## config.mk

```make
export PLATFORM = sky130hd
export DESIGN_NAME = si_tag_serializer
export DESIGN_NICKNAME = d
export VERILOG_FILES = /design/src/rtl/si_tag_serializer.sv
export SDC_FILE = /design/constraint.sdc
export NUM_CORES = 1
export LEC_CHECK = 0
export BUFFER_PORTS_ARGS = -buffer_cell sky130_fd_sc_hd__buf_2
export CAP_MARGIN = 15
export CELL_PAD_IN_SITES_DETAIL_PLACEMENT = 1
export CELL_PAD_IN_SITES_GLOBAL_PLACEMENT = 2
export CORE_AREA = 2 2 237 239
export DETAILED_ROUTE_END_ITERATION = 12
export DIE_AREA = 0 0 239 241
export GPL_ROUTABILITY_DRIVEN = 1
export PLACE_DENSITY = 0.78
export SYNTH_ARGS = -nofsm -noshare
export SYNTH_HDL_FRONTEND = slang
export SYNTH_SLANG_ARGS = --single-unit
```

## constraint.sdc

```tcl
create_clock -name clk -period 1.7 [get_ports clk]
set_input_delay 0.17 -clock clk [delete_from_list [all_inputs] [get_ports clk]]
set_output_delay 0.17 -clock clk [all_outputs]
set_load 0.02 [all_outputs]
```

## src/rtl/si_tag_serializer.sv

```systemverilog
// rtl/si_tag_serializer.sv - multi-lane tag beat to single-tag stream serializer
//
// Purpose:
//   Accepts beats of up to NUMBER_OF_WORDS parsed tags (each lane flagged by a
//   keep bit) and emits the kept tags one per cycle in ascending lane order on
//   a single-tag stream with full backpressure. Sustains one tag per cycle
//   across beat boundaries when the downstream is always ready.
//
// Optional feature (macro SI_TAG_SERIALIZER_ORDER_CHECK_EN):
//   When defined, every transferred tag time is compared (unsigned) with the
//   previously transferred one; a strict decrease sets the sticky order_error
//   and bumps the saturating order_error_count. When undefined both outputs
//   are tied to 0 and no compare logic exists.
//
// Ports:
//   clk, rst           clock; synchronous active-high reset
//   s_axis_tvalid      input beat valid
//   s_axis_tready      input beat accepted when high together with tvalid
//   s_axis_tagtime     NUMBER_OF_WORDS x TIME_WIDTH tag times, lane i at [i*TIME_WIDTH +: TIME_WIDTH]
//   s_axis_channel     NUMBER_OF_WORDS x 6 signed channels, lane i at [i*6 +: 6]
//   s_axis_tkeep       lane i carries a valid tag
//   m_axis_tvalid      output tag valid
//   m_axis_tready      downstream ready
//   m_axis_tagtime     output tag time
//   m_axis_channel     output signed channel
//   m_axis_tlast       tag is the last kept lane of its input beat
//   order_error        sticky out-of-order flag (optional feature)
//   order_error_count  saturating out-of-order count (optional feature)

module si_tag_serializer #(
  parameter int NUMBER_OF_WORDS = 4,
  parameter int TIME_WIDTH      = 64
) (
  input  logic                                  clk,
  input  logic                                  rst,
  input  logic                                  s_axis_tvalid,
  output logic                                  s_axis_tready,
  input  logic [NUMBER_OF_WORDS*TIME_WIDTH-1:0] s_axis_tagtime,
  input  logic [NUMBER_OF_WORDS*6-1:0]          s_axis_channel,
  input  logic [NUMBER_OF_WORDS-1:0]            s_axis_tkeep,
  output logic                                  m_axis_tvalid,
  input  logic                                  m_axis_tready,
  output logic [TIME_WIDTH-1:0]                 m_axis_tagtime,
  output logic signed [5:0]                     m_axis_channel,
  output logic                                  m_axis_tlast,
  output logic                                  order_error,
  output logic [15:0]                           order_error_count
);

  localparam logic [NUMBER_OF_WORDS-1:0] KEEP_ONE = NUMBER_OF_WORDS'(1);

  // Hold register: the whole accepted beat plus the lanes still to emit.
  logic [NUMBER_OF_WORDS*TIME_WIDTH-1:0] hold_time_q, hold_time_d;
  logic [NUMBER_OF_WORDS*6-1:0]          hold_chan_q, hold_chan_d;
  logic [NUMBER_OF_WORDS-1:0]            hold_keep_q, hold_keep_d;

  // Output register: one tag.
  logic                  m_tvalid_q, m_tvalid_d;
  logic [TIME_WIDTH-1:0] m_time_q, m_time_d;
  logic [5:0]            m_chan_q, m_chan_d;
  logic                  m_last_q, m_last_d;

  logic                       out_adv;
  logic                       keep_onehot;
  logic                       s_ready;
  logic [NUMBER_OF_WORDS-1:0] sel_mask;
  logic [TIME_WIDTH-1:0]      sel_time;
  logic [5:0]                 sel_chan;

  always_comb begin
    out_adv     = !m_tvalid_q || m_axis_tready;
    // Exactly one lane left: emitting it this cycle frees the hold register.
    keep_onehot = (hold_keep_q != '0) && ((hold_keep_q & (hold_keep_q - KEEP_ONE)) == '0);
    s_ready     = (hold_keep_q == '0) || (keep_onehot && out_adv);

    // Isolate the lowest remaining lane, then mux its data out of the beat.
    sel_mask = hold_keep_q & (~hold_keep_q + KEEP_ONE);
    sel_time = '0;
    sel_chan = '0;
    for (int i = 0; i < NUMBER_OF_WORDS; i++) begin
      if (sel_mask[i]) begin
        sel_time = hold_time_q[i*TIME_WIDTH +: TIME_WIDTH];
        sel_chan = hold_chan_q[i*6 +: 6];
      end
    end
  end

  always_comb begin
    hold_time_d = hold_time_q;
    hold_chan_d = hold_chan_q;
    hold_keep_d = hold_keep_q;
    m_tvalid_d  = m_tvalid_q;
    m_time_d    = m_time_q;
    m_chan_d    = m_chan_q;
    m_last_d    = m_last_q;

    if (out_adv) begin
      if (hold_keep_q != '0) begin
        m_tvalid_d  = 1'b1;
        m_time_d    = sel_time;
        m_chan_d    = sel_chan;
        m_last_d    = keep_onehot;
        hold_keep_d = hold_keep_q & ~sel_mask;
      end else begin
        m_tvalid_d = 1'b0;
      end
    end

    // Placed after the selection so a new beat overrides the cleared mask
    // when the last lane leaves in the same cycle.
    if (s_axis_tvalid && s_ready) begin
      hold_time_d = s_axis_tagtime;
      hold_chan_d = s_axis_channel;
      hold_keep_d = s_axis_tkeep;
    end
  end

  always_ff @(posedge clk) begin
    if (rst) begin
      hold_time_q <= '0;
      hold_chan_q <= '0;
      hold_keep_q <= '0;
      m_tvalid_q  <= 1'b0;
      m_time_q    <= '0;
      m_chan_q    <= '0;
      m_last_q    <= 1'b0;
    end else begin
      hold_time_q <= hold_time_d;
      hold_chan_q <= hold_chan_d;
      hold_keep_q <= hold_keep_d;
      m_tvalid_q  <= m_tvalid_d;
      m_time_q    <= m_time_d;
      m_chan_q    <= m_chan_d;
      m_last_q    <= m_last_d;
    end
  end

  assign s_axis_tready  = s_ready;
  assign m_axis_tvalid  = m_tvalid_q;
  assign m_axis_tagtime = m_time_q;
  assign m_axis_channel = m_chan_q;
  assign m_axis_tlast   = m_last_q;

`ifdef SI_TAG_SERIALIZER_ORDER_CHECK_EN
  logic [TIME_WIDTH-1:0] prev_time_q, prev_time_d;
  logic                  order_error_q, order_error_d;
  logic [15:0]           order_count_q, order_count_d;

  always_comb begin
    prev_time_d   = prev_time_q;
    order_error_d = order_error_q;
    order_count_d = order_count_q;
    if (m_tvalid_q && m_axis_tready) begin
      prev_time_d = m_time_q;
      // Equal times are legal; only a strict decrease is an error.
      if (m_time_q < prev_time_q) begin
        order_error_d = 1'b1;
        if (order_count_q != 16'hFFFF) begin
          order_count_d = order_count_q + 16'd1;
        end
      end
    end
  end

  always_ff @(posedge clk) begin
    if (rst) begin
      prev_time_q   <= '0;
      order_error_q <= 1'b0;
      order_count_q <= '0;
    end else begin
      prev_time_q   <= prev_time_d;
      order_error_q <= order_error_d;
      order_count_q <= order_count_d;
    end
  end

  assign order_error       = order_error_q;
  assign order_error_count = order_count_q;
`else
  assign order_error       = 1'b0;
  assign order_error_count = 16'd0;
`endif

endmodule

```

==> results of run 1 <==
[final cells by class]
type / count / share of cell area
multi-input cells: 1233 / 0.332
flip-flops and latches: 356 / 0.301
repair buffers: 755 / 0.271
clock buffers: 68 / 0.0529
well taps: 704 / 0.0372
clock inverters: 6 / 0.00370
inverters: 3 / 0.000792
diodes: 4 / 0.000423
[synthesized netlist by cell type]
cell,n
sky130_fd_sc_hd__o21a_4,1
sky130_fd_sc_hd__buf_6,1
sky130_fd_sc_hd__a221o_1,70
sky130_fd_sc_hd__a211oi_1,49
sky130_fd_sc_hd__a21oi_1,1
sky130_fd_sc_hd__o311a_1,1
sky130_fd_sc_hd__nor4_2,1
sky130_fd_sc_hd__a22oi_1,48
sky130_fd_sc_hd__inv_1,2
sky130_fd_sc_hd__inv_2,1
sky130_fd_sc_hd__o41ai_1,1
sky130_fd_sc_hd__a311oi_1,22
sky130_fd_sc_hd__nand2_1,584
sky130_fd_sc_hd__maj3_1,1
sky130_fd_sc_hd__buf_12,31
sky130_fd_sc_hd__nor3_1,1
sky130_fd_sc_hd__nand2b_1,49
sky130_fd_sc_hd__o21ai_0,23
sky130_fd_sc_hd__nor2_2,1
sky130_fd_sc_hd__mux2i_1,280
sky130_fd_sc_hd__buf_4,17
sky130_fd_sc_hd__buf_1,6
sky130_fd_sc_hd__buf_2,9
sky130_fd_sc_hd__dfxtp_1,356
sky130_fd_sc_hd__conb_1,1
sky130_fd_sc_hd__nor2_8,1
sky130_fd_sc_hd__o22ai_1,3
sky130_fd_sc_hd__o21ai_1,1
sky130_fd_sc_hd__nor2_1,72
sky130_fd_sc_hd__or3_4,1
sky130_fd_sc_hd__nor2b_1,2
sky130_fd_sc_hd__or2_2,1
sky130_fd_sc_hd__clkbuf_1,108
sky130_fd_sc_hd__a31o_2,2
[metal layers]
| metal | wire [um] | part of all wire |
|---|---|---|
| met1 | 26800 | 0.43 |
| met2 | 31200 | 0.50 |
| met3 | 2210 | 0.036 |
| met4 | 1770 | 0.029 |
| met5 | 33 | 0.00053 |
[worst reg2reg max path, stage by stage, from the launching register on]
cell and delay [ns]:
sky130_fd_sc_hd__dfxtp_4 0.37, sky130_fd_sc_hd__or3_4 0.41, sky130_fd_sc_hd__o21a_4 0.16, sky130_fd_sc_hd__buf_12 0.13, sky130_fd_sc_hd__nor2_8 0.11, sky130_fd_sc_hd__buf_4 0.15, sky130_fd_sc_hd__clkbuf_16 0.17, sky130_fd_sc_hd__buf_12 0.16
sky130_fd_sc_hd__mux2i_1 0.27
[registers in the layout, indices dropped and copies added, names as in the netlist]
signal / cells
hold_chan_q: 24
m_axis_tlast: 1
m_axis_channel: 6
hold_time_q: 256
hold_keep_q: 4
m_axis_tagtime: 64
m_axis_tvalid: 1
[worst max path at each step]
stage / startpoint / endpoint / slack, ns / cells after the start
finish: hold_keep_q[0] / hold_time_q[216] / -0.35 / 8
global route: hold_keep_q[0] / hold_time_q[216] / -0.41 / 8
CTS: hold_keep_q[1] / s_axis_tready / -0.27 / 4
detailed placement: hold_keep_q[2] / hold_time_q[79] / -0.18 / 6
global placement: hold_keep_q[2] / hold_time_q[156] / -0.11 / 6
floorplan: hold_keep_q[0] / hold_chan_q[0] / 0.0007 / 7
[through the flow]
stage / power (mW) / setup TNS, ns / setup slack (ns)
finish: 23.7 / -63.26 / -0.346
global route: 24.7 / -87.63 / -0.413
CTS: 23.7 / -65.81 / -0.274
detailed placement: 13.8 / -32.50 / -0.179
global placement: 13.7 / -20.74 / -0.110
floorplan: 12.3 / 0 / 0.000669
[power breakdown]
group          leakage, nW  switching [mW]  internal, mW
logic                 6.73            2.67          2.47
clock network        0.638            3.59          5.33
registers             2.94           0.469          9.13
[repair_timing]
item | CTS | global route
pin swaps | 60 | 28
gates resized for setup | 65 | 51
endpoints found under the setup margin | 336 | 356
buffers inserted | 20 | 3
gates cloned | 12 | 7
hold buffers | 284 | 0
endpoints found under the hold margin | 284 | 0
[kinds of logic (layout without fill, tap and decap cells)]
family          after synthesis  count (layout)  synth area share
compound gates              222             222             0.115
fa+ha+maj                     1               1          0.000632
buf+inv                     175             832            0.0785
flops                       356             356             0.450
mux                         280             280             0.177
other cells                   1              21          0.000237
simple gates                713             713             0.179
==> flow_summary_export.csv, run 1 <==
group,metric,value,unit
status,outcome,"complete, but fails checks",
status,violations,"negative setup slack",
yosys,synthesis.instances,1748,
hold_path,timing.hold.worst_endpoint,"hold_time_q[35]",
clocking,cts.root.buffer_cell,"sky130_fd_sc_hd__clkbuf_16",
yosys,top_post_synthesis_cells_by_area,"sky130_fd_sc_hd__dfxtp_1, sky130_fd_sc_hd__mux2i_1, sky130_fd_sc_hd__nand2_1, sky130_fd_sc_hd__a221o_1, sky130_fd_sc_hd__buf_12",
grt,global_route.overflow_total,0,
clocking,num_cts_buffers,42,
detailed_routing,routed_wl,62.0,mm
hold_path,min_path_type,"in2reg",
layout,layoutNonFillerInstCount,3129,
hold_path,worstHoldStart,"rst",
grt,first_global_vias,16400,
layout,register_area,7140,um2
placed_design,detailedPlacementHpwl,36.4,mm
worst_setup_path,critical_path.startpoint_type,"flop",
clocking,worst_setup_hold_path_clk_slew,0.06,ns
sta,post-route-min-period,2.05,ns
sta,timing.slew.headroom,0.591,
sta,fmax,0.489,GHz
grt,gr-usage-met1,0.251,
power,max-vdd-ir-drop,0.561,mV
detailed_routing,remaining_drc_errors,0,
clocking,cts_buffer_depth,3,
worst_setup_path,timing.critical_path.slowest_stage_cell,"sky130_fd_sc_hd__or3_4",
sta,grt_setup_unrepaired,"yes",
grt,grt_use_met3,0.0323,
detailed_routing,routed_wire_length_per_instance,19.8,um
floorplanning,pin_count,378,
power,power_density,999,nW/um2
worst_setup_path,cp.buffers_inverters,4,
layout,final_cell_mix,"sky130_fd_sc_hd__nand2_1, sky130_fd_sc_hd__buf_2, sky130_fd_sc_hd__dfxtp_1, sky130_fd_sc_hd__dlygate4sd3_1, sky130_fd_sc_hd__mux2i_1",
grt,grt.met2_usage,0.371,
worst_setup_path,source_of_the_worst_register_to_register_timing_path,"hold_keep_q[0]",
floorplanning,die_area,57600,um2
clocking,cts_tree,"yes",
sta,timing.final.crit_share,1.20,
sta,finalHoldWorstSlack,0.0897,ns
sta,slew_viol_final,0,
yosys,yosysWarningCount,0,
detailed_routing,tritonroute_pass_1_iters,4,
worst_setup_path,critPathKind,"reg2reg",
run,max_cap_viol_count,0,
detailed_routing,route.detailed.vias_per_inst,4.84,
power,cellLeakagePower,10.3,nW
floorplanning,initial_utilization,0.289,
worst_setup_path,crit_path_max_fanout,12,
worst_setup_path,worstPathRequired,2.16,ns
floorplanning,rows,86,
layout,final_area,23700,um2
worst_setup_path,worstRegToRegCells,8,
worst_setup_path,maximum_cell_stage_delay_along_the_critical_path,0.41,ns
sta,finClkSkew,0.0245,ns
placed_design,dp.cells,2732,
grt,wire_length_of_the_first_global_routing_pass,92.0,mm
layout,flow.area_growth_from_synthesis,49.5,%
grt,most_crowded_layer_gr,"met2",
yosys,yosysTopAreaCellShare,0.450,
clocking,cts_sinks,356,
yosys,netlist-cell-type-count,34,
placed_design,port_buffers,360,
sta,timing.final.hold_violations,0,
yosys,syn_area_per_cell,9.07,um2
detailed_routing,antenna_violating_nets_post_route,0,
hold_path,worstHoldPathCells,4,
yosys,yosys.area.top_type,"sky130_fd_sc_hd__dfxtp_1",
grt,grt_antenna_before_repair,6,
floorplanning,chipHeight,241,um
grt,globalRouteTotalUtil,0.207,
yosys,postSynthRegisterBits,356,
sta,final.setup.worst_slack,-0.346,ns
worst_setup_path,path_common_cell,"sky130_fd_sc_hd__buf_12",
layout,fillers,6282,
layout,final_common_cell,"sky130_fd_sc_hd__nand2_1",
layout,design.final.nets,2679,
layout,multi_input_area,7870,um2
detailed_routing,routed-via-count,15100,
worst_setup_path,critical-path-top-delay-family,"buffers and inverters",
floorplanning,coreArea,54900,um2
worst_setup_path,end_kind,"flop",
worst_setup_path,reg2reg_setup_slack,-0.35,ns
floorplanning,die-width,239,um
worst_setup_path,worstPathCellList,"or3_4, o21a_4, buf_12, nor2_8, buf_4, clkbuf_16, buf_12, mux2i_1",
grt,grt_start_max_net_pins,91,
worst_setup_path,critical_path.reg2reg.endpoint,"hold_time_q[216]",
clocking,cts_htree_levels,2,
yosys,synth-seq-area-share,0.450,
sta,setup_viol,353,
sta,worst_pin_slew,0.614,ns
placed_design,placed_area,18400,um2
layout,fin_util,0.432,
detailed_routing,detail_route.iter0.violations,686,
worst_setup_path,arrival,2.51,ns
placed_design,place.gp.congestion,0.739,
clocking,clkLatencyLatePin,0.56,ns
layout,ratio_of_cells_with_drive_above_1_in_the_final_layout,0.246,
yosys,synth.cell_area,15800,um2
Power figures use the tool's default switching activity.
==> run 2: changes to the inputs <==
--- a/config.mk
+++ b/config.mk
@@ -14,6 +14,8 @@
 export DIE_AREA = 0 0 239 241
 export GPL_ROUTABILITY_DRIVEN = 1
 export PLACE_DENSITY = 0.78
+export SKIP_CTS_REPAIR_TIMING = 1
+export SLEW_MARGIN = 20
 export SYNTH_ARGS = -nofsm -noshare
 export SYNTH_HDL_FRONTEND = slang
 export SYNTH_SLANG_ARGS = --single-unit
==> run 2 against run 1 <==
The flow still finishes with violations (negative setup slack); hold slack worse by 0.011 ns; setup slack gained 0.066 ns; core utilization is 1.3 points higher; routed wire length grew 5.3%; first-iteration DRC count up 3.5%; fmax rose by 3.3%; count of clock-buffer cells in the layout is the same; non-clock buffer count is 33 higher; die area unchanged; design area increased by 3.0%; global-route usage fell by 2.8 points; largest cell class unchanged.
==> flow_summary_export.csv, run 2 (synthesized netlist as in run 1, its figures left out) <==
group,metric,value,unit
sta,slew_viol_final,0,
power,max-vdd-ir-drop,0.585,mV
sta,finClkSkew,0.0264,ns
sta,timing.slew.headroom,0.582,
grt,wire_length_of_the_first_global_routing_pass,80.4,mm
hold_path,worstHoldStart,"s_axis_tvalid",
status,outcome,"complete, but fails checks",
detailed_routing,remaining_drc_errors,0,
layout,final_area,24400,um2
detailed_routing,route.detailed.vias_per_inst,4.90,
hold_path,timing.hold.worst_endpoint,"hold_keep_q[1]",
sta,timing.final.hold_violations,0,
clocking,cts_sinks,356,
power,power_density,996,nW/um2
worst_setup_path,end_kind,"flop",
floorplanning,initial_utilization,0.289,
placed_design,place.gp.congestion,0.739,
sta,final.setup.worst_slack,-0.280,ns
sta,final.setup.tns,-51.29,ns
grt,globalRouteTotalUtil,0.179,
layout,ratio_of_cells_with_drive_above_1_in_the_final_layout,0.258,
worst_setup_path,crit_path_max_fanout,8,
sta,post-route-min-period,1.98,ns
sta,setup_viol,349,
detailed_routing,routed_wl,65.3,mm
power,post-layout-total-power,24.3,mW
worst_setup_path,arrival,2.43,ns
sta,grt_setup_unrepaired,"yes",
layout,max_ffs_per_register,256,
status,violations,"negative setup slack",
clocking,clkLatencyLatePin,0.56,ns
floorplanning,pin_count,378,
floorplanning,chipHeight,241,um
detailed_routing,routed_wire_length_per_instance,20.6,um
run,max_cap_viol_count,0,
layout,final_common_cell,"sky130_fd_sc_hd__nand2_1",
detailed_routing,detail_route.iter0.violations,710,
hold_path,min_path_type,"in2reg",
layout,final_cell_mix,"sky130_fd_sc_hd__nand2_1, sky130_fd_sc_hd__buf_2, sky130_fd_sc_hd__dfxtp_1, sky130_fd_sc_hd__dlygate4sd3_1, sky130_fd_sc_hd__mux2i_1",
floorplanning,coreArea,54900,um2
clocking,cts.root.buffer_cell,"sky130_fd_sc_hd__clkbuf_16",
worst_setup_path,critical_path.reg2reg.endpoint,"m_axis_tagtime[51]",
grt,global_route.overflow_total,0,
sta,worst_pin_slew,0.627,ns
placed_design,placed_area,18400,um2
clocking,cts_buffer_depth,3,
grt,grt_antenna_before_repair,5,
sta,timing.final.crit_share,1.16,
worst_setup_path,critPathKind,"reg2reg",
layout,flow.area_growth_from_synthesis,53.9,%
layout,design.final.nets,2712,
hold_path,worstHoldPathCells,4,
detailed_routing,routed-via-count,15500,
worst_setup_path,critical_path.startpoint_type,"flop",
placed_design,post-place-ws,-0.179,ns
sta,fmax,0.505,GHz
clocking,cts_tree,"yes",
clocking,worst_setup_hold_path_clk_slew,0.06,ns
worst_setup_path,worstPathRequired,2.15,ns
floorplanning,die-width,239,um
grt,grt_start_max_net_pins,91,
detailed_routing,antenna_violating_nets_post_route,0,
floorplanning,die_area,57600,um2
worst_setup_path,source_of_the_worst_register_to_register_timing_path,"hold_keep_q[0]",
grt,first_global_vias,14400,
worst_setup_path,worstRegToRegCells,8,
clocking,cts_htree_levels,2,
power,cellLeakagePower,10.7,nW
sta,finalHoldWorstSlack,0.0787,ns
clocking,num_cts_buffers,42,
floorplanning,rows,86,
detailed_routing,tritonroute_pass_1_iters,7,
worst_setup_path,reg2reg_setup_slack,-0.28,ns
placed_design,detailedPlacementHpwl,36.4,mm
layout,top_register,"hold_time_q",
placed_design,port_buffers,360,
[run 2: cell types whose count changed in the layout (fill, tap and decap cells not counted), moves of 8 or more]
cell                        before  now
sky130_fd_sc_hd__nor2_1         71   63
sky130_fd_sc_hd__clkbuf_16      52   77
sky130_fd_sc_hd__buf_8           4   17
sky130_fd_sc_hd__buf_12         41   32
sky130_fd_sc_hd__buf_6          10   18
[run 2: metrics by stage]
step,utilization,instances
after global routing,0.444,3161
final,0.444,3161
after floorplan,-,1764
after global placement,0.335,2732
after CTS,0.360,2806
after detailed placement,0.335,2732
[run 2: worst max-delay path by stage]
stage	depth (start not counted)	start	endpoint	slack, ns
2_1_floorplan	7	hold_keep_q[0]	hold_chan_q[0]	0.0007
3_3_place_gp	6	hold_keep_q[2]	hold_time_q[156]	-0.11
3_5_place_dp	6	hold_keep_q[2]	hold_time_q[79]	-0.18
4_1_cts	4	hold_keep_q[2]	s_axis_tready	-0.50
5_1_grt	4	hold_keep_q[0]	s_axis_tready	-0.37
6_report	8	hold_keep_q[0]	m_axis_tagtime[51]	-0.28
[run 2: per-layer routing]
metal | wire length (um) | up-vias | part of all wire | GRT usage
met1 | 27900 | 7632 | 0.43 | 0.230
met3 | 2690 | 116 | 0.041 | 0.0339
li1 | - | 7307 | - | -
met4 | 1660 | 4 | 0.025 | 0.0468
met5 | 33 | - | 0.00051 | 0
met2 | 33000 | 420 | 0.51 | 0.308
[run 2: cell type report]
type | instances | area (um2)
diodes | 3 | 7.51
clock buffers | 68 | 1250
clock inverters | 6 | 87.6
fillers | 6235 | 30500
inverters | 3 | 18.8
multi-input cells | 1233 | 7870
flip-flops and latches | 356 | 7140
well taps | 704 | 881
repair buffers | 788 | 7130
[run 2: power breakdown]
part / switching [mW] / internal [mW] / total, mW
sequential: 0.490 / 9.13 / 9.62
combinational: 2.86 / 2.82 / 5.68
clock: 3.65 / 5.33 / 8.98
[run 2: worst max-delay path, cell delays in order, from the launching register on]
cell	delay, ns
sky130_fd_sc_hd__dfxtp_4	0.37
sky130_fd_sc_hd__or3_4	0.40
sky130_fd_sc_hd__buf_4	0.16
sky130_fd_sc_hd__nor2_4	0.12
sky130_fd_sc_hd__buf_12	0.19
sky130_fd_sc_hd__buf_12	0.12
sky130_fd_sc_hd__clkbuf_16	0.17
sky130_fd_sc_hd__nand2_1	0.08
sky130_fd_sc_hd__a311oi_1	0.26
